$ cat src/rtl/sm_fetch_queue.sv
// Instruction prefetch queue: drives the ROM word address, captures {pc, word, fault} into a small FIFO.
// Head visible one cycle after push; redirect flushes and restarts fetch, full queue stalls fetch unless popping.
module sm_fetch_queue #(
  parameter int          DEPTH    = 4,
  parameter logic [31:0] RESET_PC = 32'h0000_0000,
  parameter int          ROM_SIZE = 128
) (
  input  logic                       clk,
  input  logic                       rst,
  output logic [31:0]                rom_addr,
  input  logic [31:0]                rom_rd,
  input  logic                       redirect_valid,
  input  logic [31:0]                redirect_pc,
  output logic                       out_valid,
  input  logic                       out_ready,
  output logic [31:0]                out_instr,
  output logic [31:0]                out_pc,
  output logic                       out_fault,
  output logic [$clog2(DEPTH):0]     level
);

  localparam int PW = $clog2(DEPTH);
  localparam int LW = PW + 1;
  localparam logic [31:0] NOP = 32'h0000_0013;

  typedef struct packed {
    logic [31:0] pc;
    logic [31:0] instr;
    logic        fault;
  } entry_t;

  logic [31:0]   fetch_pc_q, fetch_pc_d;
  logic [PW-1:0] wr_ptr_q, wr_ptr_d;
  logic [PW-1:0] rd_ptr_q, rd_ptr_d;
  logic [LW-1:0] level_q, level_d;
  entry_t        mem_q [DEPTH];

  logic   pop;
  logic   push;
  logic   fetch_fault;
  entry_t wr_entry;
  entry_t head;
  logic   redirect_lsb_unused;

  assign redirect_lsb_unused = ^redirect_pc[1:0];

  assign rom_addr    = {2'b00, fetch_pc_q[31:2]};
  assign fetch_fault = rom_addr >= 32'(ROM_SIZE);

  assign out_valid = (level_q != '0);
  assign pop       = out_valid & out_ready;
  assign push      = !redirect_valid & ((level_q < LW'(DEPTH)) | pop);

  // Out-of-range fetches carry a NOP so a stray consumer never executes ROM garbage.
  assign wr_entry.pc    = fetch_pc_q;
  assign wr_entry.instr = fetch_fault ? NOP : rom_rd;
  assign wr_entry.fault = fetch_fault;

  assign head      = mem_q[rd_ptr_q];
  assign out_instr = out_valid ? head.instr : '0;
  assign out_pc    = out_valid ? head.pc    : '0;
  assign out_fault = out_valid ? head.fault : 1'b0;
  assign level     = level_q;

  always_comb begin
    fetch_pc_d = fetch_pc_q;
    wr_ptr_d   = wr_ptr_q;
    rd_ptr_d   = rd_ptr_q;
    level_d    = level_q;
    if (redirect_valid) begin
      // A coincident pop is absorbed by the flush.
      fetch_pc_d = {redirect_pc[31:2], 2'b00};
      wr_ptr_d   = '0;
      rd_ptr_d   = '0;
      level_d    = '0;
    end else begin
      if (push) begin
        wr_ptr_d   = wr_ptr_q + PW'(1);
        fetch_pc_d = fetch_pc_q + 32'd4;
      end
      if (pop) begin
        rd_ptr_d = rd_ptr_q + PW'(1);
      end
      if (push && !pop) begin
        level_d = level_q + LW'(1);
      end else if (pop && !push) begin
        level_d = level_q - LW'(1);
      end
    end
  end

  always_ff @(posedge clk or posedge rst) begin
    if (rst) begin
      fetch_pc_q <= RESET_PC;
      wr_ptr_q   <= '0;
      rd_ptr_q   <= '0;
      level_q    <= '0;
    end else begin
      fetch_pc_q <= fetch_pc_d;
      wr_ptr_q   <= wr_ptr_d;
      rd_ptr_q   <= rd_ptr_d;
      level_q    <= level_d;
    end
  end

  // Storage needs no reset: every output read of it is gated by occupancy.
  always_ff @(posedge clk) begin
    if (push) begin
      mem_q[wr_ptr_q] <= wr_entry;
    end
  end

endmodule

$ cat config.mk
export PLATFORM = sky130hd
export DESIGN_NAME = sm_fetch_queue
export DESIGN_NICKNAME = d
export VERILOG_FILES = /design/src/rtl/sm_fetch_queue.sv
export SDC_FILE = /design/constraint.sdc
export NUM_CORES = 1
export LEC_CHECK = 0
export ABC_AREA = 1
export BUFFER_PORTS_ARGS = -buffer_cell sky130_fd_sc_hd__buf_2
export CAP_MARGIN = 10
export CORE_ASPECT_RATIO = 0.6
export CORE_UTILIZATION = 62
export DETAILED_ROUTE_END_ITERATION = 6
export PLACE_DENSITY = 0.85
export SLEW_MARGIN = 25
export SYNTH_ARGS = -nofsm -noshare
export SYNTH_HDL_FRONTEND = slang
export SYNTH_SLANG_ARGS = --single-unit
$ cat constraint.sdc
create_clock -name clk -period 11.49 [get_ports clk]
set_input_delay 0.5745 -clock clk [delete_from_list [all_inputs] [get_ports clk]]
set_output_delay 0.5745 -clock clk [all_outputs]
set_load 0.01 [all_outputs]
# Word level (Yosys, flattened, before mapping)

Memories as Yosys holds them, arrays and structs flattened.
Cells that the tools add are included.

Reductions and logical operators: 9
$lt $le $gt $ge: 2
Add/sub/neg operators: 5
Bitwise logic cells: 3
Multiplexer cells: 15

Operators with widths:

| cell                                                                    | count |
|---|---|
| 32-bit 2-to-1 mux                                                       | 5 |
| 32-bit by 3-bit adder with 32-bit output (second input constant)        | 1 |
| 30-bit by 8-bit >= comparator with 1-bit output (second input constant) | 1 |
| 3-bit 2-to-1 mux                                                        | 3 |
| 2-bit 2-to-1 mux                                                        | 4 |
| 3-bit nonzero test                                                      | 2 |
| 2-bit by 1-bit adder with 2-bit output (second input constant)          | 2 |
| 2-bit nonzero test                                                      | 2 |
| 3-bit by 1-bit adder with 3-bit output (second input constant)          | 1 |
| 1-bit logical NOT                                                       | 3 |
| 3-bit < comparator (second input constant)                              | 1 |
| 1-bit 2-to-1 mux                                                        | 3 |
| 3-bit by 1-bit subtractor with 3-bit output (second input constant)     | 1 |
| 1-bit AND                                                               | 2 |
| 1-bit logical AND                                                       | 2 |
| 1-bit bitwise OR                                                        | 1 |

Memory bits (writable): 260
Flip-flop bits (word level): 39
Memories: 1
Output and inout port bits: 101
Input port bits: 68

Memories:

| memory | words | width | rd ports | clocked after Yosys merged registers in | wr ports | line | text |
|---|---|---|---|---|---|---|---|
| mem_q  | 4     | 65    | 1        | 0                                       | 1        | 36   | `entry_t mem_q [DEPTH];` |

# Depth between registers and ports, before layout

Depth after elaboration: 9
Gate-level depth with buffers: 10

# Worst setup path after synthesis

No wires, ideal clock.

Path type: input -> register
From: input redirect_valid
To: memory mem_q[0][0] in the netlist's numbering (enable)
Setup slack: 7314 ps
Library setup time: 484 ps
Required time: 11006 ps
Buffers on the path: 2
Cell stages on the path: 5
Arrival time: 3692 ps
Cells stage by stage: buf_2 inv_1 nand2_1 buf_2 nor2_1

Word-level cells in the longest chain between the ends: 4

RTL lines:

| element                                | line | text |
|---|---|---|
| start, declared                        | 12   | `input logic redirect_valid,` |
| 1-bit logical NOT                      | 52   | `assign push = !redirect_valid & ((level_q < LW'(DEPTH)) \| pop);` |
| 1-bit AND                              | 52   |  |
| 1-bit 2-to-1 mux                       | 108  | `if (push) begin` |
| 1-bit 2-to-1 mux (implied by the code) | 109  | `mem_q[wr_ptr_q] <= wr_entry;` |
| end, declared                          | 36   |  |

No other way between the ends.

# Final worst setup path

From: register rd_ptr_q[0]
To: output out_pc[21]

Word-level cells in the longest chain between the ends: 2

RTL lines:

| element                | line | text |
|---|---|---|
| start, declared        | 34   | `logic [PW-1:0] rd_ptr_q, rd_ptr_d;` |
| start signal, assigned | 101  | `rd_ptr_q <= rd_ptr_d;` |
| memory 4 x 65 bit      | n/a  |  |
| 32-bit 2-to-1 mux      | 61   | `assign out_pc = out_valid ? head.pc : '0;` |
| end, declared          | 17   | `output logic [31:0] out_pc,` |

No other way between the ends.

==> impl_metrics.csv <==
group,metric,value,unit
layout,drive_gt1_frac,0.174,
floorplanning,start_util,0.636,
grt,overflow,0,
worst_setup_path,critical_path_class,"reg2out",
layout,syn_to_final_growth,12.9,%
layout,diodes,0,
place,dp.final_hpwl,17.3,mm
cts,clock-root-buffer,"clkbuf_16",
floorplanning,die_area,0.0212,mm^2
worst_setup_path,r2r-end,"mem_q[3][62]",
place,preCtsSetupSlack,7.55,ns
route,viasPerCell,5.63,
yosys,synth-seq-cells,289,
cts,cts.repair.resized,0,
cts,cts_hold_buf,0,
timing,worst_slew_pin_slew,0.924,ns
route,remaining_drc_errors,0,
cts,clkSinkCount,289,
yosys,yosys_most_used_dff,"edfxtp_1",
route,drt_wl_total,29.7,mm
yosys,syn_area,0.0128,mm^2
worst_setup_path,crit_start,"rd_ptr_q[0]",
route,drtPass1Iterations,5,
place,port_buffers,162,
worst_setup_path,worstPathCellList,"inv_2 > buf_4 > o21ai_0 > a21oi_1 > buf_2",
status,status,"completed",
grt,grt_use_total,0.283,
worst_setup_path,crit_end,"out_pc[21]",
cts,htreeDepth,1,
worst_setup_path,max_stage_delay,0.73,ns
worst_setup_path,reg2reg_from,"level[2]",
worst_setup_path,start_kind,"flop",
grt,grt_pass1_wl,46.2,mm
yosys,synth-edff-count,252,
grt,antenna_found_initial,0,
timing,tns,0,ns
timing,finalCritPeriodShare,0.346,
worst_setup_path,r2r_cells,4,
worst_setup_path,r2r_setup_slack,8.54,ns
layout,final_nets,1421,
yosys,synth_cell_types,35,
cts,postCtsSetupRepairBufs,0,
yosys,async_flop_share,0.128,
timing,min_period,3.98,ns
hold_path,hp-class,"in2async",
yosys,avgSynthCellArea,10.3,um^2
cts,cts_buffers,26,
power_and_ir_drop,peakVddDrop,0.151,mV
worst_setup_path,critPathRequiredTime,10.92,ns
yosys,synth-seq-area-share,0.664,
floorplanning,ios,169,
cts,cts_tree,"built",
worst_setup_path,crit_buf_inv,3,
worst_setup_path,critPathTopFamily,"buffers and inverters",
floorplanning,core_area,0.0201,mm^2
route,vias,9216,
route,ant_nets,0,
place,globalplace.congestion,0.928,
floorplanning,die_x,187,um
job,max_cap_violations,0,
timing,rsz0062_at_grt,"false",
cts,clk_latency,0.53,ns
timing,finalClockSkew,0.0187,ns
timing,setup_ws,7.51,ns
worst_setup_path,cp_max_fo,84,
timing,fmax,251,MHz
worst_setup_path,slowest_stage,"dfrtp_4",
power_and_ir_drop,p_leak,5.65,nW
timing,drv_slew,0,
timing,final_hold_viol_count,0,
worst_setup_path,arrival,3.40,ns
route,wl_per_cell,18.1,um
timing,slew_headroom,0.382,
grt,grt_pass1_vias,8743,
power_and_ir_drop,powerDensity,226,mW/mm^2
floorplanning,std_cell_rows,40,
worst_setup_path,cp.depth,5,
cts,clock_path_buffers,3,
yosys,ys_warn_count,0,
worst_setup_path,crit_path_end_kind,"output pin",
floorplanning,fp.dieH,113,um
route,drt_iter0_drc,1037,
timing,setup_viol,0,
cts,clkTransAtPathRegs,0.06,ns
grt,grt_max_degree,85,
yosys,syn_inst,1236,
==> final cells by class <==
cell class	count	area, um^2
flip-flops and latches	289	8500
fillers	1366	5680
multi-input cells	783	3530
repair buffers	173	893
clock buffers	29	662
well taps	273	342
inverters	73	274
clock inverters	18	236
==> logic make-up after synthesis <==
family	synth area share
AND/OR/NAND/NOR	0.163
flip-flops	0.664
AO/OA/AOI/OAI	0.0969
buffers and inverters	0.0631
XOR/XNOR	0.00480
adder cells (fa/ha/maj)	0.00744
other	0.000293
==> cell usage in the layout, fill, tap and decap left out, types with 2 or more instances in the layout <==
cell / netlist / routed
a22oi_1: 13 / 13
nand3b_1: 5 / 5
inv_2: 2 / 3
xnor2_1: 3 / 3
nor2_4: 0 / 4
buf_2: 24 / 162
xor2_1: 4 / 4
nor4_1: 4 / 4
ha_1: 6 / 6
nand2_1: 137 / 137
clkinvlp_4: 0 / 2
clkinv_1: 1 / 5
bufinv_16: 0 / 5
edfxtp_1: 252 / 252
nand2_2: 2 / 2
nand3_1: 28 / 28
dfrtp_1: 37 / 35
clkbuf_16: 0 / 26
clkbuf_1: 21 / 3
o22ai_1: 2 / 2
clkinv_2: 0 / 4
a21oi_1: 71 / 71
nor2_1: 337 / 333
conb_1: 1 / 4
buf_4: 34 / 11
o21ai_0: 146 / 146
nor2_2: 11 / 11
inv_1: 70 / 69
==> layer usage <==
metal / part of all wire / vias up / GRT usage
li1: - / 4359 / -
met1: 0.44 / 4311 / 0.431
met2: 0.45 / 506 / 0.438
met3: 0.099 / 40 / 0.0406
met4: 0.018 / 0 / 0.0678
met5: 0 / - / 0
==> worst register-to-register path, delay by kind of cell (launching register included) <==
kind	cells	cell delay (ns)
simple gates	3	1.51
buf+inv	1	0.61
flops	1	0.42
==> metrics by stage <==
| stage | instances | area (um^2) | power [mW] | hold WS (ns) | utilization |
|---|---|---|---|---|---|
| after floorplan | 1239 | 12800 | 2.02 | 0.514 | - |
| after global placement | 1591 | 13500 | 2.34 | 0.544 | 0.673 |
| after detailed placement | 1591 | 13500 | 2.36 | 0.568 | 0.673 |
| after CTS | 1638 | 14400 | 3.26 | 0.158 | 0.718 |
| after global routing | 1638 | 14400 | 3.41 | 0.194 | 0.718 |
| final | 1638 | 14400 | 3.26 | 0.148 | 0.718 |
==> where the power goes <==
| part | internal, mW | switching [mW] | total [mW] | leakage [nW] |
|---|---|---|---|---|
| Sequential | 1.32 | 0.128 | 1.45 | 2.76 |
| Clock | 0.531 | 0.375 | 0.906 | 0.434 |
| Combinational | 0.289 | 0.616 | 0.905 | 2.46 |
==> cells in the mapped netlist (2+ instances only) <==
cell type,count,area [um^2]
a21oi_1,71,355
a22oi_1,13,97.6
buf_1,12,45.0
buf_2,24,120
buf_4,34,255
buf_6,3,33.8
clkbuf_1,21,78.8
dfrtp_1,37,926
edfxtp_1,252,7570
ha_1,6,75.1
inv_1,70,263
inv_2,2,7.51
nand2_1,137,514
nand2_2,2,12.5
nand3_1,28,140
nand3b_1,5,37.5
nor2_1,337,1260
nor2_2,11,68.8
nor4_1,4,25.0
o21ai_0,146,731
o22ai_1,2,12.5
xnor2_1,3,26.3
xor2_1,4,35.0
==> worst min path at each step <==
stage                      startpoint             end  slack, ns  cells past startpoint
final                             rst        level[0]       0.15                      3
after global routing              rst  fetch_pc_q[12]       0.19                      3
after CTS                         rst     wr_ptr_q[0]       0.16                      3
after detailed placement  wr_ptr_q[0]     wr_ptr_q[0]       0.57                      1
after global placement    wr_ptr_q[0]     wr_ptr_q[0]       0.54                      1
after floorplan           wr_ptr_q[0]     wr_ptr_q[0]       0.51                      1
==> flip-flops by register name, indices dropped and copies added, names as in the netlist <==
register and cells:
wr_ptr_q 2, level 3, rd_ptr_q 2, mem_q 252, fetch_pc_q 30
No activity file was read; power rests on OpenSTA's default activity.
